File: src/rtl/muldiv_stall_sequencer_if.sv
// Handshake bundle between the EX stage and the mul/div stall sequencer.
// MULDIV_PERF_CNT_EN adds the stallCycles/mdOps performance counter outputs.
interface muldiv_stall_sequencer_if;
    logic        mdValidE;
    logic        mdIsDivE;
    logic        divZeroE;
    logic        abortE;
    logic        mdStart;
    logic        mdCancel;
    logic        mdBusy;
    logic        mdResultSelE;
    logic        stallF;
    logic        stallD;
    logic        stallE;
    logic        flushM;
`ifdef MULDIV_PERF_CNT_EN
    logic [31:0] stallCycles;
    logic [31:0] mdOps;
`endif

    modport master (
`ifdef MULDIV_PERF_CNT_EN
        input  stallCycles, mdOps,
`endif
        output mdValidE, mdIsDivE, divZeroE, abortE,
        input  mdStart, mdCancel, mdBusy, mdResultSelE,
        input  stallF, stallD, stallE, flushM
    );

    modport slave (
`ifdef MULDIV_PERF_CNT_EN
        output stallCycles, mdOps,
`endif
        input  mdValidE, mdIsDivE, divZeroE, abortE,
        output mdStart, mdCancel, mdBusy, mdResultSelE,
        output stallF, stallD, stallE, flushM
    );
endinterface

File: src/rtl/muldiv_stall_sequencer.sv
// Starts the iterative mul/div unit from EX and stalls F/D/E (bubbling M) until the result is ready.
// Optional MULDIV_PERF_CNT_EN adds saturating stall-cycle and operation counters.
module muldiv_stall_sequencer #(
    parameter int unsigned MUL_LAT = 4,
    parameter int unsigned DIV_LAT = 32,
    parameter int unsigned CNT_W   = 6
) (
    input  logic                     clk,
    input  logic                     reset,
    muldiv_stall_sequencer_if.slave  md
);

    typedef enum logic [1:0] {IDLE, RUN, DONE} state_t;

    localparam logic [CNT_W-1:0] MUL_LOAD = CNT_W'(MUL_LAT - 2);
    localparam logic [CNT_W-1:0] DIV_LOAD = CNT_W'(DIV_LAT - 2);

    state_t           state, stateNext;
    logic [CNT_W-1:0] cnt, cntNext;
    logic [CNT_W-1:0] load;
    logic             start, cancel, resultSel, stall;

    always_ff @(posedge clk or posedge reset) begin
        if (reset) begin
            state <= IDLE;
            cnt   <= '0;
        end else begin
            state <= stateNext;
            cnt   <= cntNext;
        end
    end

    // The counter holds the remaining RUN cycles, so RUN lasts LAT-2 cycles and DONE
    // lands LAT-1 cycles after the start; a load of 0 skips RUN entirely.
    always_comb begin
        stateNext = state;
        cntNext   = cnt;
        load      = '0;
        start     = 1'b0;
        cancel    = 1'b0;
        resultSel = 1'b0;
        stall     = 1'b0;
        case (state)
            IDLE: begin
                if (md.mdValidE && !md.abortE) begin
                    start = 1'b1;
                    stall = 1'b1;
                    load  = md.mdIsDivE ? DIV_LOAD : MUL_LOAD;
                    if ((md.mdIsDivE && md.divZeroE) || load == '0) begin
                        stateNext = DONE;
                    end else begin
                        cntNext   = load;
                        stateNext = RUN;
                    end
                end
            end
            RUN: begin
                stall = 1'b1;
                if (md.abortE) begin
                    cancel    = 1'b1;
                    cntNext   = '0;
                    stateNext = IDLE;
                end else begin
                    if (cnt != '0) cntNext = cnt - 1'b1;
                    if (cnt <= CNT_W'(1)) stateNext = DONE;
                end
            end
            DONE: begin
                resultSel = 1'b1;
                stateNext = IDLE;
            end
            default: stateNext = IDLE;
        endcase
    end

    // Outputs are forced low while reset is held, even with mdValidE asserted.
    assign md.mdStart      = start & ~reset;
    assign md.mdCancel     = cancel & ~reset;
    assign md.mdBusy       = (state == RUN) & ~reset;
    assign md.mdResultSelE = resultSel & ~reset;
    assign md.stallF       = stall & ~reset;
    assign md.stallD       = stall & ~reset;
    assign md.stallE       = stall & ~reset;
    assign md.flushM       = stall & ~reset;

`ifdef MULDIV_PERF_CNT_EN
    logic [31:0] stallCycles, mdOps;

    always_ff @(posedge clk or posedge reset) begin
        if (reset) begin
            stallCycles <= '0;
            mdOps       <= '0;
        end else begin
            if (stall && stallCycles != '1) stallCycles <= stallCycles + 32'd1;
            if (start && mdOps != '1)       mdOps       <= mdOps + 32'd1;
        end
    end

    assign md.stallCycles = stallCycles;
    assign md.mdOps       = mdOps;
`endif

endmodule

File: src/flat_wrapper.sv
// flat-port wrapper written by rule: the top's interface ports become plain ports
module muldiv_stall_sequencer_flat 
#(
    parameter int unsigned MUL_LAT = 4,
    parameter int unsigned DIV_LAT = 32,
    parameter int unsigned CNT_W   = 6
)
  (clk, reset, md_mdValidE, md_mdIsDivE, md_divZeroE, md_abortE, md_mdStart, md_mdCancel, md_mdBusy, md_mdResultSelE, md_stallF, md_stallD, md_stallE, md_flushM);
  muldiv_stall_sequencer_if md_i ();
  input  logic clk;
  input  logic reset;
  input wire logic [$bits(md_i.mdValidE)-1:0] md_mdValidE;
  input wire logic [$bits(md_i.mdIsDivE)-1:0] md_mdIsDivE;
  input wire logic [$bits(md_i.divZeroE)-1:0] md_divZeroE;
  input wire logic [$bits(md_i.abortE)-1:0] md_abortE;
  output wire logic [$bits(md_i.mdStart)-1:0] md_mdStart;
  output wire logic [$bits(md_i.mdCancel)-1:0] md_mdCancel;
  output wire logic [$bits(md_i.mdBusy)-1:0] md_mdBusy;
  output wire logic [$bits(md_i.mdResultSelE)-1:0] md_mdResultSelE;
  output wire logic [$bits(md_i.stallF)-1:0] md_stallF;
  output wire logic [$bits(md_i.stallD)-1:0] md_stallD;
  output wire logic [$bits(md_i.stallE)-1:0] md_stallE;
  output wire logic [$bits(md_i.flushM)-1:0] md_flushM;
  assign md_i.mdValidE = md_mdValidE;
  assign md_i.mdIsDivE = md_mdIsDivE;
  assign md_i.divZeroE = md_divZeroE;
  assign md_i.abortE = md_abortE;
  assign md_mdStart = md_i.mdStart;
  assign md_mdCancel = md_i.mdCancel;
  assign md_mdBusy = md_i.mdBusy;
  assign md_mdResultSelE = md_i.mdResultSelE;
  assign md_stallF = md_i.stallF;
  assign md_stallD = md_i.stallD;
  assign md_stallE = md_i.stallE;
  assign md_flushM = md_i.flushM;
  muldiv_stall_sequencer #(.MUL_LAT(MUL_LAT), .DIV_LAT(DIV_LAT), .CNT_W(CNT_W)) u_core (.clk(clk), .reset(reset), .md(md_i));
endmodule
File: config.mk
export PLATFORM = sky130hd
export DESIGN_NAME = muldiv_stall_sequencer_flat
export DESIGN_NICKNAME = d
export VERILOG_FILES = /design/src/rtl/muldiv_stall_sequencer_if.sv /design/src/rtl/muldiv_stall_sequencer.sv /design/src/flat_wrapper.sv
export SDC_FILE = /design/constraint.sdc
export NUM_CORES = 1
export LEC_CHECK = 0
export ABC_CLOCK_PERIOD_IN_PS = 1780
export BUFFER_PORTS_ARGS = -buffer_cell sky130_fd_sc_hd__buf_2
export CELL_PAD_IN_SITES_DETAIL_PLACEMENT = 0
export CELL_PAD_IN_SITES_GLOBAL_PLACEMENT = 1
export CORE_MARGIN = 2
export CORE_UTILIZATION = 38
export CTS_CLUSTER_DIAMETER = 80
export DETAILED_ROUTE_END_ITERATION = 10
export PLACE_DENSITY = 0.77
export SYNTH_ARGS = -nofsm -noshare
export SYNTH_HDL_FRONTEND = slang
export SYNTH_SLANG_ARGS = --single-unit
File: constraint.sdc
create_clock -name clk -period 1.78 [get_ports clk]
set_input_delay 0 -clock clk [delete_from_list [all_inputs] [get_ports clk]]
set_output_delay 0 -clock clk [all_outputs]
set_load 0.02 [all_outputs]
==> reports/results.tsv <==
metric	value	unit
status	complete, no violations	
Worst-Margin Slew	339	ps
gr usage total	18.2	%
filler instances	151	
WL final	1550	um
die area	1980	um2
metal2 WL	741	um
Setup-failing EPs final	0	
CP Cell Sequence	buf_4 > nand2b_1 > nor2_1 > and2_1 > buf_2	
largest net degree at the start of global routing	11	
slowest CP cell	dfrtp_1	
top achievable clock speed	0.666	GHz
Setup TNS Final	0	ps
leakage power	0.345	nW
Starting DRT DRC Count	15	
synth warn	0	
Root Driver	clkbuf_4	
IO Port Bufs	13	
num ports	14	
crit path DAT	1500	ps
initial core utilization	41.0	%
routability cong.	0.781	
Final ANT Viol Nets	0	
top cell type's share of synthesized area	32.1	%
ranking of synthesized cells by area	dfrtp_1, nor2_1, ha_1	
Post-Synthesis Cells	72	
clock sink count	8	
Die Wd	44.5	um
multi-input logic area	373	um2
worst setup path category	reg2out	
Crit Path Max Fanout	9	
critical path's largest stage delay	460	ps
routed via count	595	
RSZ-0062 raised after global routing	no	
Sequential cell area	200	um2
synthesized flop and latch total	8	
Fin Clk Skew	8.13	ps
clock latency on the worst-skew pair	270	ps
WL/cell	14.9	um
post-synthesis sequential area ratio	32.1	%
global-route wire length before repair	2580	um
dpl hpwl	1150	um
hold crit path type	in2reg	
Slew HR	77.3	%
dominant cell type by area after synthesis	dfrtp_1	
vias in the first global route	594	
CTS tree	built	
Die Ht	44.5	um
count of standard-cell rows	14	
clk buf depth	2	
Top Metal Used	met4	
Inserted Diodes	0	
nature of the critical path startpoint	flip-flop	
cell area after synthesis	624	um2
Required @ worst endpoint	1780	ps
DR vias/cell	5.72	
syn_area_per_cell	8.67	um2
clk slew on worst S/H paths	70	ps
endpoints failing hold	0	
Peak supply drop	0.440	mV
Final Cycle Share	84.4	%
met3 WL	74	um
initial antenna violation count	0	
syn_nets	80	
clock period minus worst slack	1500	ps
power density over the cells	1100	nW/um2
Core ar.	1520	um2
Power Total	0.819	mW
max cap viols	0	
met1 WL	704	um
Final nets	98	
CP endpoint kind	output port	
1st-pass router iterations	4	
Max H-tree Level	1	
global route overflow	0	
CTS Buf Count	3	
Final Max Slew Viols	0	
share of cells above drive strength 1	29.5	%
Unique masters post-synth	32	
Synth-to-Final Area Change	18.8	%
final routed DRC violation total	0	
synthesized netlist by cell type:
library cell	count
a21oi_2	1
nand3_1	1
nor4b_1	1
nand2b_1	2
nand4_1	1
dfrtp_1	8
and2_1	2
mux2i_1	2
nand2_1	4
nor4_4	1
o311ai_1	1
nor3b_1	1
buf_4	3
a21oi_1	2
ha_1	2
a311o_1	1
or3_1	1
inv_1	5
o21ai_1	4
and3_4	1
nor3_1	3
nor4_1	2
o41ai_1	2
nor3b_2	1
buf_2	2
nor2_1	10
nor3_2	1
and2b_2	1
a31oi_1	3
or3b_1	1
a2111oi_2	1
a21o_1	1
sequential cells by signal, indices dropped and copies added (netlist names):
register	cells
u_core.state	2
u_core.cnt	6
metrics by stage:
stage,area [um2],utilization (%),std cells,hold slack [ps],setup WS (ps)
3_3_place_gp,699,45.9,99,14.6,309
6_report,742,48.7,104,114,278
3_5_place_dp,699,45.9,99,19.1,293
4_1_cts,742,48.7,104,112,272
5_1_grt,742,48.7,104,148,180
2_1_floorplan,624,-,72,-184,270
final timing paths:
| check | start | end | slack [ps] | depth (start not counted) |
|---|---|---|---|---|
| max | u_core.state[1] | md_mdCancel | 280 | 5 |
| min | md_divZeroE | u_core.state[1] | 110 | 3 |
| max reg2reg | u_core.cnt[0] | u_core.cnt[2] | 300 | 5 |
| min reg2reg | u_core.cnt[5] | u_core.cnt[5] | 590 | 2 |
| max in group asynchronous | reset | u_core.cnt[3] | 1240 | 3 |
| min in group asynchronous | reset | u_core.state[0] | 280 | 3 |
final cells by class:
class | instances | area share (%)
multi-input cells | 54 | 50.3
repair buffers | 18 | 14.5
clock buffers | 3 | 3.04
inverters | 5 | 2.53
flip-flops and latches | 8 | 27.0
well taps | 16 | 2.70
logic make-up after synthesis:
| logic type | share of synthesized area, % |
|---|---|
| AOI/OAI and AO/OA | 18.6 |
| adders and majority gates | 4.01 |
| buffers and inverters | 8.22 |
| DFF | 32.1 |
| muxes | 3.21 |
| and+or+nand+nor | 33.9 |
placed cells by master, fill, tap and decap left out, types with 3 or more instances in the layout:
master	instances
a31oi_1	3
buf_2	13
buf_4	3
clkbuf_4	3
dfrtp_1	8
inv_1	5
nand2_1	4
nor2_1	10
nor3_1	3
o21ai_1	4
repair_timing:
action,CTS,global route
resized for setup,0,0
endpoints found under the hold margin,9,0
setup buffers,0,0
hold buffers,2,0
metal layers:
layer / up-vias / global-route usage, %
met4: 0 / 9.70
li1: 293 / -
met5: - / 0
met2: 18 / 29.0
met3: 4 / 4.49
met1: 280 / 22.3
critical path: cells and delay by family (launching register included):
kind	cells	cell delay (ps)
DFF	1	460
and+or+nand+nor	3	410
buffers and inverters	2	360
where the power goes:
| part | switching [mW] | leakage, nW | total (mW) | internal [mW] |
|---|---|---|---|---|
| clock network | 0.0777 | 0.0138 | 0.156 | 0.0781 |
| logic | 0.200 | 0.230 | 0.354 | 0.153 |
| registers | 0.0759 | 0.102 | 0.310 | 0.234 |
(Power assumes the default switching activity.)
